<file path="src/rtl/wishbone_master_pkg.sv">
// ============================================================================
// Module  : wishbone_master_pkg
// Brief   : Shared types and constants for the Wishbone master port.
// Revision: 1.0 - initial release
// ============================================================================
`default_nettype none

package wishbone_master_pkg;

    localparam int unsigned c_DEFAULT_ADDR_W  = 32;
    localparam int unsigned c_DEFAULT_DATA_W  = 32;
    localparam int unsigned c_DEFAULT_TIMEOUT = 16;

    // Base of the NN FIFO window served by the wishbone_nn slave
    localparam logic [31:0] c_NN_FIFO_BASE = 32'h3000_0000;

    typedef enum logic [1:0] {
        ST_IDLE = 2'd0,
        ST_BUS  = 2'd1,
        ST_RESP = 2'd2
    } wbm_state_e;

endpackage : wishbone_master_pkg

`default_nettype wire

</file>
<file path="src/rtl/wb_timeout_counter.sv">
// ============================================================================
// Module  : wb_timeout_counter
// Brief   : Saturating bus-cycle timeout counter for the Wishbone master.
// Revision: 1.0 - initial release
// ============================================================================
`default_nettype none

module wb_timeout_counter #(
    parameter int TIMEOUT_CYCLES = 16
) (
    input  logic clk,
    input  logic rst,
    input  logic clear,
    input  logic enable,
    output logic expired
);

    localparam int                 c_CNT_W = $clog2(TIMEOUT_CYCLES + 1);
    localparam logic [c_CNT_W-1:0] c_LIMIT = c_CNT_W'(TIMEOUT_CYCLES);

    logic [c_CNT_W-1:0] r_count;

    always_ff @(posedge clk) begin
        if (rst || clear) begin
            r_count <= '0;
        end else if (enable && (r_count != c_LIMIT)) begin
            r_count <= r_count + 1'b1;
        end
    end

    // Flags the edge on which an enabled increment reaches the limit, so the
    // owner can abort on that same edge rather than one cycle later.
    assign expired = (r_count == c_LIMIT) ||
                     (enable && (r_count == (c_LIMIT - 1'b1)));

endmodule : wb_timeout_counter

`default_nettype wire

</file>
<file path="src/rtl/wishbone_master_port.sv">
// ============================================================================
// Module  : wishbone_master_port
// Brief   : Single-outstanding Wishbone classic master bridging a valid/ready
//           command stream to bus cycles and back to a response stream.
// Revision: 1.0 - initial release
// ============================================================================
`default_nettype none

module wishbone_master_port
    import wishbone_master_pkg::*;
#(
    parameter int ADDR_W         = c_DEFAULT_ADDR_W,
    parameter int DATA_W         = c_DEFAULT_DATA_W,
    parameter int TIMEOUT_CYCLES = c_DEFAULT_TIMEOUT
) (
    input  logic                wb_clk_i,
    input  logic                wb_rst_i,
    input  logic                cmd_valid_i,
    output logic                cmd_ready_o,
    input  logic                cmd_we_i,
    input  logic [ADDR_W-1:0]   cmd_adr_i,
    input  logic [DATA_W-1:0]   cmd_dat_i,
    input  logic [DATA_W/8-1:0] cmd_sel_i,
    output logic                resp_valid_o,
    input  logic                resp_ready_i,
    output logic [DATA_W-1:0]   resp_dat_o,
    output logic                resp_timeout_o,
    output logic                wbm_cyc_o,
    output logic                wbm_stb_o,
    output logic                wbm_we_o,
    output logic [ADDR_W-1:0]   wbm_adr_o,
    output logic [DATA_W-1:0]   wbm_dat_o,
    output logic [DATA_W/8-1:0] wbm_sel_o,
    input  logic                wbm_ack_i,
    input  logic [DATA_W-1:0]   wbm_dat_i
);

    wbm_state_e r_state;
    logic       w_cnt_clear;
    logic       w_cnt_enable;
    logic       w_expired;

    // The count restarts every idle cycle, so each bus cycle begins from zero
    assign w_cnt_clear  = (r_state == ST_IDLE);
    assign w_cnt_enable = (r_state == ST_BUS) && !wbm_ack_i;

    wb_timeout_counter #(
        .TIMEOUT_CYCLES (TIMEOUT_CYCLES)
    ) u_timeout (
        .clk     (wb_clk_i),
        .rst     (wb_rst_i),
        .clear   (w_cnt_clear),
        .enable  (w_cnt_enable),
        .expired (w_expired)
    );

    always_ff @(posedge wb_clk_i) begin
        if (wb_rst_i) begin
            r_state        <= ST_IDLE;
            cmd_ready_o    <= 1'b1;
            resp_valid_o   <= 1'b0;
            resp_dat_o     <= '0;
            resp_timeout_o <= 1'b0;
            wbm_cyc_o      <= 1'b0;
            wbm_stb_o      <= 1'b0;
            wbm_we_o       <= 1'b0;
            wbm_adr_o      <= '0;
            wbm_dat_o      <= '0;
            wbm_sel_o      <= '0;
        end else begin
            case (r_state)
                ST_IDLE: begin
                    if (cmd_valid_i) begin
                        wbm_we_o    <= cmd_we_i;
                        wbm_adr_o   <= cmd_adr_i;
                        wbm_dat_o   <= cmd_dat_i;
                        wbm_sel_o   <= cmd_sel_i;
                        wbm_cyc_o   <= 1'b1;
                        wbm_stb_o   <= 1'b1;
                        cmd_ready_o <= 1'b0;
                        r_state     <= ST_BUS;
                    end
                end
                ST_BUS: begin
                    // Ack takes priority over a timeout landing on the same edge
                    if (wbm_ack_i) begin
                        wbm_cyc_o      <= 1'b0;
                        wbm_stb_o      <= 1'b0;
                        resp_dat_o     <= wbm_we_o ? '0 : wbm_dat_i;
                        resp_timeout_o <= 1'b0;
                        resp_valid_o   <= 1'b1;
                        r_state        <= ST_RESP;
                    end else if (w_expired) begin
                        wbm_cyc_o      <= 1'b0;
                        wbm_stb_o      <= 1'b0;
                        resp_dat_o     <= '0;
                        resp_timeout_o <= 1'b1;
                        resp_valid_o   <= 1'b1;
                        r_state        <= ST_RESP;
                    end
                end
                ST_RESP: begin
                    if (resp_ready_i) begin
                        resp_valid_o <= 1'b0;
                        cmd_ready_o  <= 1'b1;
                        r_state      <= ST_IDLE;
                    end
                end
                default: begin
                    wbm_cyc_o    <= 1'b0;
                    wbm_stb_o    <= 1'b0;
                    resp_valid_o <= 1'b0;
                    cmd_ready_o  <= 1'b1;
                    r_state      <= ST_IDLE;
                end
            endcase
        end
    end

endmodule : wishbone_master_port

`default_nettype wire

</file>
<file path="config.mk">
export PLATFORM = sky130hd
export DESIGN_NAME = wishbone_master_port
export DESIGN_NICKNAME = d
export VERILOG_FILES = /design/src/rtl/wishbone_master_pkg.sv /design/src/rtl/wb_timeout_counter.sv /design/src/rtl/wishbone_master_port.sv
export SDC_FILE = /design/constraint.sdc
export NUM_CORES = 1
export LEC_CHECK = 0
export CAP_MARGIN = 20
export CORE_MARGIN = 8
export CORE_UTILIZATION = 39
export DETAILED_ROUTE_END_ITERATION = 7
export PLACE_DENSITY = 0.8
export SETUP_SLACK_MARGIN = 0.05
export SLEW_MARGIN = 0
export SYNTH_ARGS = -nofsm -noshare
export SYNTH_HDL_FRONTEND = slang
export SYNTH_SLANG_ARGS = --single-unit
</file>
<file path="constraint.sdc">
create_clock -name wb_clk_i -period 2.06 [get_ports wb_clk_i]
set_clock_uncertainty 0.05 [all_clocks]
set_input_delay 0.309 -clock wb_clk_i [delete_from_list [all_inputs] [get_ports wb_clk_i]]
set_output_delay 0.309 -clock wb_clk_i [all_outputs]
set_load 0.02 [all_outputs]
</file>
# Yosys cells after proc, flatten, opt, wreduce, memory -nomap -nowiden
# Index checks and enable logic that the tools add are counted.
# Widths: inputs -> output; s select.
[totals]
ff_bits = 112
elab_cells = 57
[op_classes]
addsub = 1
eq_ne = 8
muxes = 20
bitwise = 3
n_reduce_logical = 14
[op_table]
columns = ["operator", "count"]
rows = [
  ["$mux 32", 3],
  ["$reduce_and 3->1", 4],
  ["$mux 1", 9],
  ["$pmux 1 s3", 3],
  ["$mux 2", 4],
  ["$pmux 2 s3", 1],
  ["$add 5x1->5 const B", 1],
  ["$eq 5x4->1 const B", 1],
  ["$eq 5x5->1 const B", 1],
  ["$ne 5x5->1 const B", 1],
  ["$ne 2x2->1 const B", 2],
  ["$reduce_and 2->1", 2],
  ["$logic_and 1x1->1", 3],
  ["$ne 3x2->1 const B", 1],
  ["$not 1->1", 3],
  ["$eq 2x1->1 const B", 1],
  ["$eq 2x2->1 const B", 1],
  ["$logic_not 2->1", 1],
  ["$logic_or 1x1->1", 2],
  ["$reduce_bool 2->1", 1],
  ["$logic_not 1->1", 1],
]

# Logic depth before layout (Yosys ltp)
[depth]
ltp_word = 7
mapped_depth = 7
mapped_depth_nobuf = 6

# Hierarchy
# A second synthesis with hierarchy kept.
[hier_totals]
hier_cells = 512
hier_area_um2 = 4292.9
[by_module_without_submodules]
columns = ["mod", "n_inst", "cells_each", "area_per_inst_um2", "seq_area_each_um2"]
rows = [
  ["wishbone_master_port", 1, 481, 4010.1, 2142.1],
  ["wb_timeout_counter", 1, 31, 282.8, 100.1],
]

# Worst setup path after synthesis
# Ideal clock, no wire load.
[synth_path]
kind = "register to register"
start = "register u_timeout.r_count[0]"
end = "register resp_dat_o[0]"
arrival_time_ps = 1746
required_ps = 1952
path_slack_ps = 206
stages_incl_launch_ff = 8
synth_period_minus_slack_ps = 1854
path_cell_list = "dfxtp_1 -> ha_1 -> and3_1 -> ha_1 -> or3_4 -> o22ai_4 -> buf_6 -> a22o_2"
[synth_via]
elab_chain_len = 5
elab_cells_between_ends = 6
classes_between = "eq/ne: 2; reduce/logical: 4"
[synth_lines]
columns = ["element", "line_no", "rtl"]
rows = [
  ["from (decl)", "wb_timeout_counter.sv:21", "logic [c_CNT_W-1:0] r_count;"],
  ["from (signal assigned)", "wb_timeout_counter.sv:27", "r_count <= r_count + 1'b1;"],
  ["$eq 5x4->1", "wb_timeout_counter.sv:34", "(enable && (r_count == (c_LIMIT - 1'b1)));"],
  ["$logic_and 1x1->1", "wb_timeout_counter.sv:34", ""],
  ["$logic_or 1x1->1 *", "wb_timeout_counter.sv:33", "assign expired = (r_count == c_LIMIT) ||"],
  ["$reduce_bool 2->1 (no source line) *", "n/a", ""],
  ["$reduce_and 2->1 (no source line) *", "n/a", ""],
  ["to (signal assigned)", "wishbone_master_port.sv:89", "resp_dat_o <= wbm_we_o ? '0 : wbm_dat_i;"],
  ["to (decl)", "wishbone_master_port.sv:26", "output logic [DATA_W-1:0] resp_dat_o,"],
]
# Every way passes the cells marked *; elsewhere a longest branch is shown, timed or not.
# A chain may end at the register's enable or synchronous reset.

# Worst setup path after layout
[layout_path]
start = "register u_timeout.r_count[1]"
end = "register resp_dat_o[7]"
# The elaborated chain is that of the path after synthesis.

==> flow_metrics.py <==
metrics = {
    "cts": {
        "cts_tree": "done",
        "worst_skew_pair.late_latency_ps": 350,
        "cts_root_buf": "clkbuf_8",
        "max-clock-path-buffers": 2,
        "cts.sinks": 112,
        "cts_buffers": 9,
        "cts.htree.levels": 3,
        "path_clk_slew_ps": 110,
    },
    "timing": {
        "rsz0062_at_grt": "false",
        "finalHoldViolCount": 0,
        "period_share_pct": 94.8,
        "setup_violations": 0,
        "setup_tns_ps": 0,
        "maxSlewViolCount": 0,
        "layout_min_cycle_time_ps": 1950,
        "fmax_ghz": 0.512,
        "relSlewSlack_pct": 69.1,
        "worstMarginPinSlew_ps": 463,
    },
    "yosys": {
        "ys_ff_latch": 112,
        "syn_nets": 549,
        "synthArstFlopShare_pct": 0,
        "synth_area_um2": 4040,
        "synth.area.top_cells": "dfxtp_1 (56%), nand2_1 (14%), a21oi_1 (9.1%)",
        "synth_compound_area_share_pct": 19.4,
        "synth_mux_area_share_pct": 0.744,
        "synthFlopType": "dfxtp_1",
        "synth-edff-count": 0,
        "synth_cell_types": 36,
        "synthXorXnorAreaFrac_pct": 0,
        "synth_area_leader_cell": "dfxtp_1",
        "yosys-top-cells-count": "nand2_1 (146), dfxtp_1 (112), a21oi_1 (73), a22o_2 (28), buf_2 (14)",
        "yosysMostFrequentCell": "nand2_1",
        "netlist.area_leader.share_pct": 55.6,
        "synth-simple-area-share_pct": 17.6,
        "yosysWarningCount": 0,
        "synthAdderAreaFrac_pct": 0.930,
        "avgSynthCellArea_um2": 9.17,
        "seq_area_frac_synth_pct": 55.6,
        "synth_top_family_by_area": "compound AO/OA/AOI/OAI gates",
        "synth_cells": 440,
    },
    "power_and_ir_drop": {
        "power_mw": 4.89,
        "leakage_nw": 2.45,
        "power_density_nw_per_um2": 745,
        "ir_worst_vdd_mv": 0.391,
    },
    "global_routing": {
        "grt_overflow": 0,
        "first_global_vias": 3913,
        "grt_usage_pct": 17.6,
        "antenna_found_initial": 0,
        "grt_max_degree": 63,
        "grt_first_pass_wirelength_um": 20100,
    },
    "route": {
        "avgViaCountPerCell": 4.87,
        "drc": 0,
        "via_count": 3812,
        "antenna_left": 0,
        "wirelength_um": 12900,
        "drt-pass1-iter-count": 4,
        "wl_per_cell_um": 16.5,
        "drt_first_iter_violations": 201,
    },
    "flow_run": {
        "maxCapViolations": 0,
    },
    "die": {
        "io_pins": 212,
        "rows": 37,
        "die_h_um": 118,
        "initial_core_util_pct": 39.6,
        "fp.dieW_um": 118,
        "die-area_um2": 13900,
        "coreArea_um2": 10200,
    },
    "setup_path": {
        "path_class": "register to register",
        "cp_data_required_time_ps": 2320,
        "cp-start-kind": "register",
        "cp_max_fo": 8,
        "critPathArrivalTime_ps": 2210,
        "cp-end-kind": "register",
    },
    "finish": {
        "multi_input_area_um2": 1600,
        "fillCellCount": 858,
        "seq_area_um2": 2240,
        "syn_to_final_growth_pct": 62.7,
        "antenna_cells": 0,
        "drive_gt1_share_pct": 11.0,
        "layout.nets": 751,
    },
    "placed_design": {
        "dpl.hpwl_um": 9580,
        "gp_congestion": 0.850,
        "numPortBuffers": 211,
    },
    "status": {
        "run_status": "complete, no violations",
    },
    "worst_hold_path": {
        "hp-class": "primary input to register",
    },
}
[final timing paths]
path | start | end | slack (ps) | depth (start not counted)
worst max-delay path | u_timeout.r_count[1] | resp_dat_o[7] | 110 | 7
worst min-delay path | wb_rst_i | wbm_dat_o[18] | 350 | 2
worst max register to register | u_timeout.r_count[1] | resp_dat_o[7] | 110 | 7
worst min register to register | wbm_dat_o[4] | wbm_dat_o[4] | 410 | 2
[metal layers]
layer / up-vias / GRT usage, % / wire length (um)
li1: 1876 / - / -
met1: 1776 / 19.2 / 5210
met2: 149 / 30.4 / 6320
met3: 11 / 7.53 / 1210
met4: 0 / 5.12 / 157
met5: - / 0 / 0
[per-stage QoR]
stage	setup slack [ps]	cells	utilization, %	cell area [um2]	hold WS [ps]
after floorplan	206	440	-	4040	370
after global placement	159	763	61.3	6240	391
after detailed placement	103	763	61.3	6240	395
after CTS	84.6	778	63.5	6460	327
after global routing	54.2	782	64.5	6570	347
final	108	782	64.5	6570	348
[cell type report]
type / count / area share, %
Clock buffer: 10 / 2.10
Clock inverter: 5 / 1.32
Inverter: 6 / 0.343
Multi-Input combinational cell: 289 / 24.3
Sequential cell: 112 / 34.2
Tap cell: 136 / 2.59
Timing Repair Buffer: 224 / 35.1
[placed cells by master, fill, tap and decap left out, drive strengths merged, types with 3 or more instances in the layout]
cell,Yosys,final
a21oi,73,73
a22o,32,32
buf,24,12
clkbuf,9,12
clkdlybuf4s50,0,210
dfxtp,112,112
ha,3,3
inv,6,8
mux2i,3,3
nand2,146,146
nand2b,3,3
o21ai,5,5
[sequential cells by signal (all words and copies together) (netlist names)]
register           cells
r_state                2
wbm_stb_o              1
resp_valid_o           1
resp_dat_o            32
wbm_sel_o              4
wbm_adr_o             32
wbm_we_o               1
resp_timeout_o         1
wbm_dat_o             32
cmd_ready_o            1
u_timeout.r_count      5
[timing repair]
action                                  CTS  global route
buffers inserted                          0             1
hold buffers                              0             0
resized for setup                         0             7
endpoints found under the setup margin    0            29
[kinds of logic after synthesis]
family                   count (synthesis)
AND/OR/NAND/NOR                        165
AO/OA/AOI/OAI                          118
flip-flops                             112
buffers and inverters                   39
multiplexers                             3
adder cells (fa/ha/maj)                  3
[power by group]
part	total (mW)	switching, mW	leakage [nW]	internal, mW
clock network	1.45	0.726	0.113	0.724
registers	2.38	0.0824	0.917	2.30
logic	1.06	0.497	1.42	0.558
[worst max-delay path, stage by stage (launching register included)]
cell	delay, ps
dfxtp_2	360
ha_4	160
and3_4	180
ha_4	160
or3_4	390
o22ai_4	250
clkbuf_16	220
a22o_2	140
No activity file was read; power rests on OpenSTA's default activity.
